===== config.mk =====
export PLATFORM = sky130hd
export DESIGN_NAME = input_debouncer
export DESIGN_NICKNAME = d
export VERILOG_FILES = /design/src/rtl/debounce_pkg.sv /design/src/rtl/sync_2ff.sv /design/src/rtl/input_debouncer.sv
export SDC_FILE = /design/constraint.sdc
export NUM_CORES = 1
export LEC_CHECK = 0
export BUFFER_PORTS_ARGS = -buffer_cell sky130_fd_sc_hd__buf_2
export CORE_MARGIN = 3
export CORE_UTILIZATION = 50
export CTS_BUF_LIST = sky130_fd_sc_hd__clkbuf_16
export CTS_CLUSTER_DIAMETER = 60
export DETAILED_ROUTE_END_ITERATION = 8
export MAX_ROUTING_LAYER = met4
export PLACE_DENSITY = 0.71
export SLEW_MARGIN = 10
export SYNTH_ARGS = -nofsm -noshare
export SYNTH_HDL_FRONTEND = slang
export SYNTH_SLANG_ARGS = --single-unit

===== constraint.sdc =====
create_clock -name clk -period 1.75 [get_ports clk]
set_clock_uncertainty 0.2 [all_clocks]
set_input_delay 0.0875 -clock clk [delete_from_list [all_inputs] [get_ports clk]]
set_output_delay 0.0875 -clock clk [all_outputs]
set_load 0.01 [all_outputs]

===== src/rtl/debounce_pkg.sv =====
// Shared definitions for the input debouncer: FSM state encoding, default
// qualification length and small state-decode helpers.
package debounce_pkg;

    typedef enum logic [1:0] {
        STABLE_LO = 2'd0,
        WAIT_HI   = 2'd1,
        STABLE_HI = 2'd2,
        WAIT_LO   = 2'd3
    } state_e;

    localparam int DEBOUNCE_CYCLES_DEFAULT = 4;

    function automatic logic is_high_level(input state_e s);
        return (s == STABLE_HI) || (s == WAIT_LO);
    endfunction

    function automatic logic is_qualifying(input state_e s);
        return (s == WAIT_HI) || (s == WAIT_LO);
    endfunction

endpackage


===== src/rtl/sync_2ff.sv =====
// Two-flop synchronizer bringing an asynchronous level into the clk domain.
module sync_2ff (
    input  logic clk,
    input  logic rst_n,
    input  logic d,
    output logic q
);

    logic meta_q;
    logic sync_q;

    // Capture stage followed by a settling stage.
    always_ff @(posedge clk or negedge rst_n) begin
        if (!rst_n) begin
            meta_q <= 1'b0;
            sync_q <= 1'b0;
        end else begin
            meta_q <= d;
            sync_q <= meta_q;
        end
    end

    assign q = sync_q;

endmodule


===== src/rtl/input_debouncer.sv =====
// Counter-qualified debouncer for a raw button/switch input.
// Define DEBOUNCE_EDGE_EN to generate rise_pulse/fall_pulse; otherwise both are tied low.
module input_debouncer
    import debounce_pkg::*;
#(
    parameter int DEBOUNCE_CYCLES = DEBOUNCE_CYCLES_DEFAULT,
    parameter int CNT_WIDTH       = 16
) (
    input  logic clk,
    input  logic rst_n,
    input  logic din_async,
    output logic dout,
    output logic rise_pulse,
    output logic fall_pulse,
    output logic busy
);

    localparam logic [CNT_WIDTH-1:0] CNT_ZERO = {CNT_WIDTH{1'b0}};
    localparam logic [CNT_WIDTH-1:0] CNT_ONE  = {{(CNT_WIDTH-1){1'b0}}, 1'b1};
    localparam logic [CNT_WIDTH-1:0] CNT_LAST = CNT_WIDTH'(DEBOUNCE_CYCLES - 1);

    logic                 s_in;
    state_e               state_q, state_d;
    logic [CNT_WIDTH-1:0] cnt_q, cnt_d;
    logic                 dout_q, dout_d;
    logic                 busy_q, busy_d;

    sync_2ff u_sync (
        .clk   (clk),
        .rst_n (rst_n),
        .d     (din_async),
        .q     (s_in)
    );

    // State, qualification counter and level outputs.
    always_ff @(posedge clk or negedge rst_n) begin
        if (!rst_n) begin
            state_q <= STABLE_LO;
            cnt_q   <= CNT_ZERO;
            dout_q  <= 1'b0;
            busy_q  <= 1'b0;
        end else begin
            state_q <= state_d;
            cnt_q   <= cnt_d;
            dout_q  <= dout_d;
            busy_q  <= busy_d;
        end
    end

    // Next state: the first differing sample counts as 1, the last one accepts the level.
    always_comb begin
        state_d = state_q;
        cnt_d   = CNT_ZERO;
        case (state_q)
            STABLE_LO: begin
                if (s_in) begin
                    state_d = WAIT_HI;
                    cnt_d   = CNT_ONE;
                end else begin
                    state_d = STABLE_LO;
                end
            end
            WAIT_HI: begin
                if (!s_in) begin
                    state_d = STABLE_LO;
                end else if (cnt_q == CNT_LAST) begin
                    state_d = STABLE_HI;
                end else begin
                    cnt_d = cnt_q + CNT_ONE;
                end
            end
            STABLE_HI: begin
                if (!s_in) begin
                    state_d = WAIT_LO;
                    cnt_d   = CNT_ONE;
                end else begin
                    state_d = STABLE_HI;
                end
            end
            WAIT_LO: begin
                if (s_in) begin
                    state_d = STABLE_HI;
                end else if (cnt_q == CNT_LAST) begin
                    state_d = STABLE_LO;
                end else begin
                    cnt_d = cnt_q + CNT_ONE;
                end
            end
            default: begin
                state_d = STABLE_LO;
                cnt_d   = CNT_ZERO;
            end
        endcase
    end

    // Level outputs decoded from the state being entered, then registered.
    always_comb begin
        dout_d = is_high_level(state_d);
        busy_d = is_qualifying(state_d);
    end

    assign dout = dout_q;
    assign busy = busy_q;

`ifdef DEBOUNCE_EDGE_EN
    logic rise_d, fall_d;
    logic rise_q, fall_q;

    // A pulse marks only a completed qualification, never a rejected glitch.
    always_comb begin
        rise_d = (state_q == WAIT_HI) && (state_d == STABLE_HI);
        fall_d = (state_q == WAIT_LO) && (state_d == STABLE_LO);
    end

    // Edge pulse registers.
    always_ff @(posedge clk or negedge rst_n) begin
        if (!rst_n) begin
            rise_q <= 1'b0;
            fall_q <= 1'b0;
        end else begin
            rise_q <= rise_d;
            fall_q <= fall_d;
        end
    end

    assign rise_pulse = rise_q;
    assign fall_pulse = fall_q;
`else
    assign rise_pulse = 1'b0;
    assign fall_pulse = 1'b0;
`endif

endmodule


==> results by group <==
Status
  – Status: complete, no violations

Worst setup path
  – Buffer and inverter count on the worst path: 0
  – Worst setup EP type: flop
  – CP max stage cell: dfrtp_1
  – Worst-path cell chain: nor4_1, nand4_1, nor2_2, mux2_4
  – Critical path's largest stage delay: 370 ps
  – Startpoint types: flop
  – CP top delay family: simple AND/OR/NAND/NOR gates
  – Worst Path Max Fanout: 2
  – Setup CP Type: reg -> reg
  – Req. time, crit path: 1680 ps
  – Arrival time at the worst endpoint: 1670 ps

Layout
  – Nets: 125
  – Final instance area: 1290 sq um
  – Most frequent cells in the layout: 21 x dfrtp_1, 18 x nor2_1, 16 x buf_4, 12 x xnor2_1
  – Post-layout util: 71.7%
  – # diodes: 0
  – Layout area overhead: 30.1%
  – Layout cells sized above 1: 28.3%
  – Commonest non-fill, non-tap cell in the layout: dfrtp_1
  – Filler Cells Inserted: 126

Logic synthesis
  – Mapped Cells: 96
  – Synth top area share: 53.0%
  – EDFF count, synth: 0
  – Synth Area in Simple Gates: 25.0%
  – Cell variety after synth: 20
  – Async set-reset flop share out of synthesis: 100%
  – Sequential-to-total area share from yosys stat: 53.0%
  – Yosys reg bits: 21
  – Post-Syn Area: 992 sq um
  – Post-Synth XOR/XNOR Area: 13.2%
  – Synth Area in Adders: 1.26%
  – Largest family of logic cells by synthesized area: simple AND/OR/NAND/NOR gates
  – Synth area leaders: dfrtp_1 53%, xnor2_1 11%, nor2_1 6.8%, nor4_1 3.8%, xor2_1 2.6%
  – Post-synth top flop: dfrtp_1
  – Compound-gate portion of the synthesized area: 0.757%
  – Mean post-synth cell area: 10.3 sq um
  – Multiplexer share of the synthesized area: 1.13%
  – Cell taking the most area after synthesis: dfrtp_1
  – Warnings, synthesis: 0

Clocking
  – Clock Tree Root: clkbuf_16
  – Clock transition at path regs: 60 ps
  – Number of buffers created by CTS: 3
  – Worst-skew pair later-pin latency: 250 ps
  – Clk sinks: 21
  – H-tree levels: 1
  – Clock Tree Buf Depth: 2
  – TritonCTS clock tree: done

Power
  – Pwr/cell area: 1110 nW/um^2
  – VDD IR-drop max: 0.999 mV
  – Power Total: 1.43 mW
  – Pleak: 0.551 nW

Place
  – Final HPWL DP: 1280 microns
  – Dpl cell area: 1140 sq um
  – Port Buffers: 4
  – Placer Congestion: 0.840

Drt
  – Vias per cell: 5.03
  – Via Count: 730
  – Routed WL per cell: 12.1 microns
  – Post-route antenna net violation count: 0
  – Routed WL: 1760 microns
  – Drt initial violations: 14
  – DRC errors left: 0
  – Number of iterations in the first detailed-routing pass: 4

Floorplanning
  – Ports: 7
  – Full die area: 2550 sq um
  – Initial core utilization: 55.1%
  – Core area: 1800 sq um
  – Num rows: 15
  – Die Y-Extent: 50.5 microns
  – Die width: 50.5 microns

Timing
  – Fin Hold WS: 116 ps
  – Setup TNS: 0 ps
  – Peak Freq: 575 MHz
  – Tmin final: 1740 ps
  – Final slew viol count: 0
  – Hold Vio Cnt, Final: 0
  – Final setup fails: 0
  – RSZ-0062 raised after global routing: yes
  – Final period util: 99.4%

Global routing
  – Initial antenna violation count: 0
  – Largest net degree at the start of global routing: 22
  – Total GRT Usage: 16.3%
  – Vias in the first global route: 744
  – GR Overflow Total: 0
  – First-pass GRT wire length: 3060 microns

Hold path
  – Min-delay worst type: in -> async

Run
  – # Max-Cap Violations: 0
repair_timing:
item,in CTS,in global routing
endpoints found under the setup margin,1,16
endpoints found under the hold margin,22,0
hold buffers,2,0
pin swaps,1,3
gates resized for setup,0,5
setup buffers,1,2
metal layers:
| layer | track usage [%] | routed length [microns] | vias up |
|---|---|---|---|
| met1 | 19.3 | 824 | 353 |
| li1 | - | - | 368 |
| met2 | 28.3 | 893 | 7 |
| met3 | 1.78 | 26 | 2 |
| met4 | 6.73 | 13 | 0 |
| met5 | - | 0 | - |
synthesized netlist by cell type (3+ instances only):
master,count
dfrtp_1,21
nor2_1,18
xnor2_1,12
nor4_1,6
inv_1,5
nand3_1,5
nor3_1,5
nand2_1,4
buf_4,3
nand4_1,3
nor2_2,3
xor2_1,3
path summary, 6_finish.rpt:
check | startpoint | to | slack, ps | cells past startpoint
max in group asynchronous | rst_n | state_q[0]$_DFF_PN0_ | 930 | 2
setup reg to reg | cnt_q[10]$_DFF_PN0_ | dout$_DFF_PN0_ | 10 | 4
hold / removal | rst_n | cnt_q[9]$_DFF_PN0_ | 120 | 2
hold reg to reg | u_sync.meta_q$_DFF_PN0_ | u_sync.q$_DFF_PN0_ | 160 | 0
setup / recovery | cnt_q[10]$_DFF_PN0_ | dout$_DFF_PN0_ | 10 | 4
min in group clk | u_sync.meta_q$_DFF_PN0_ | u_sync.q$_DFF_PN0_ | 160 | 0
stage by stage:
| step | setup slack [ps] | cells |
|---|---|---|
| 2_1_floorplan | 8.18 | 97 |
| 3_3_place_gp | 12.7 | 136 |
| 3_5_place_dp | -39.6 | 136 |
| 4_1_cts | 11.1 | 143 |
| 5_1_grt | -53.0 | 145 |
| 6_report | 9.80 | 145 |
area by class of cell:
type,count,area [sq um],area share [%]
Sequential cell,21,526,40.7
Multi-Input combinational cell,67,455,35.3
Timing Repair Buffer,23,180,14.0
Clock buffer,3,75.1,5.81
Tap cell,25,31.3,2.42
Inverter,5,18.8,1.45
Clock inverter,1,5.00,0.388
logic make-up (layout without fill, tap and decap cells):
logic type               after synthesis  after routing
multiplexers                           1              1
adder cells (fa/ha/maj)                1              1
XOR/XNOR                              15             15
other                                  1              2
flip-flops                            21             21
buffers and inverters                  9             32
AND/OR/NAND/NOR                       47             47
AO/OA/AOI/OAI                          1              1
registers in the layout (all words and copies together) (netlist names):
name           count
dout               1
u_sync.meta_q      1
cnt_q             16
state_q            1
u_sync.q           1
busy               1
power breakdown:
| group | internal (mW) | switching (mW) |
|---|---|---|
| Clock | 0.306 | 0.159 |
| Sequential | 0.548 | 0.0497 |
| Combinational | 0.190 | 0.182 |
Power figures use the tool's default switching activity.
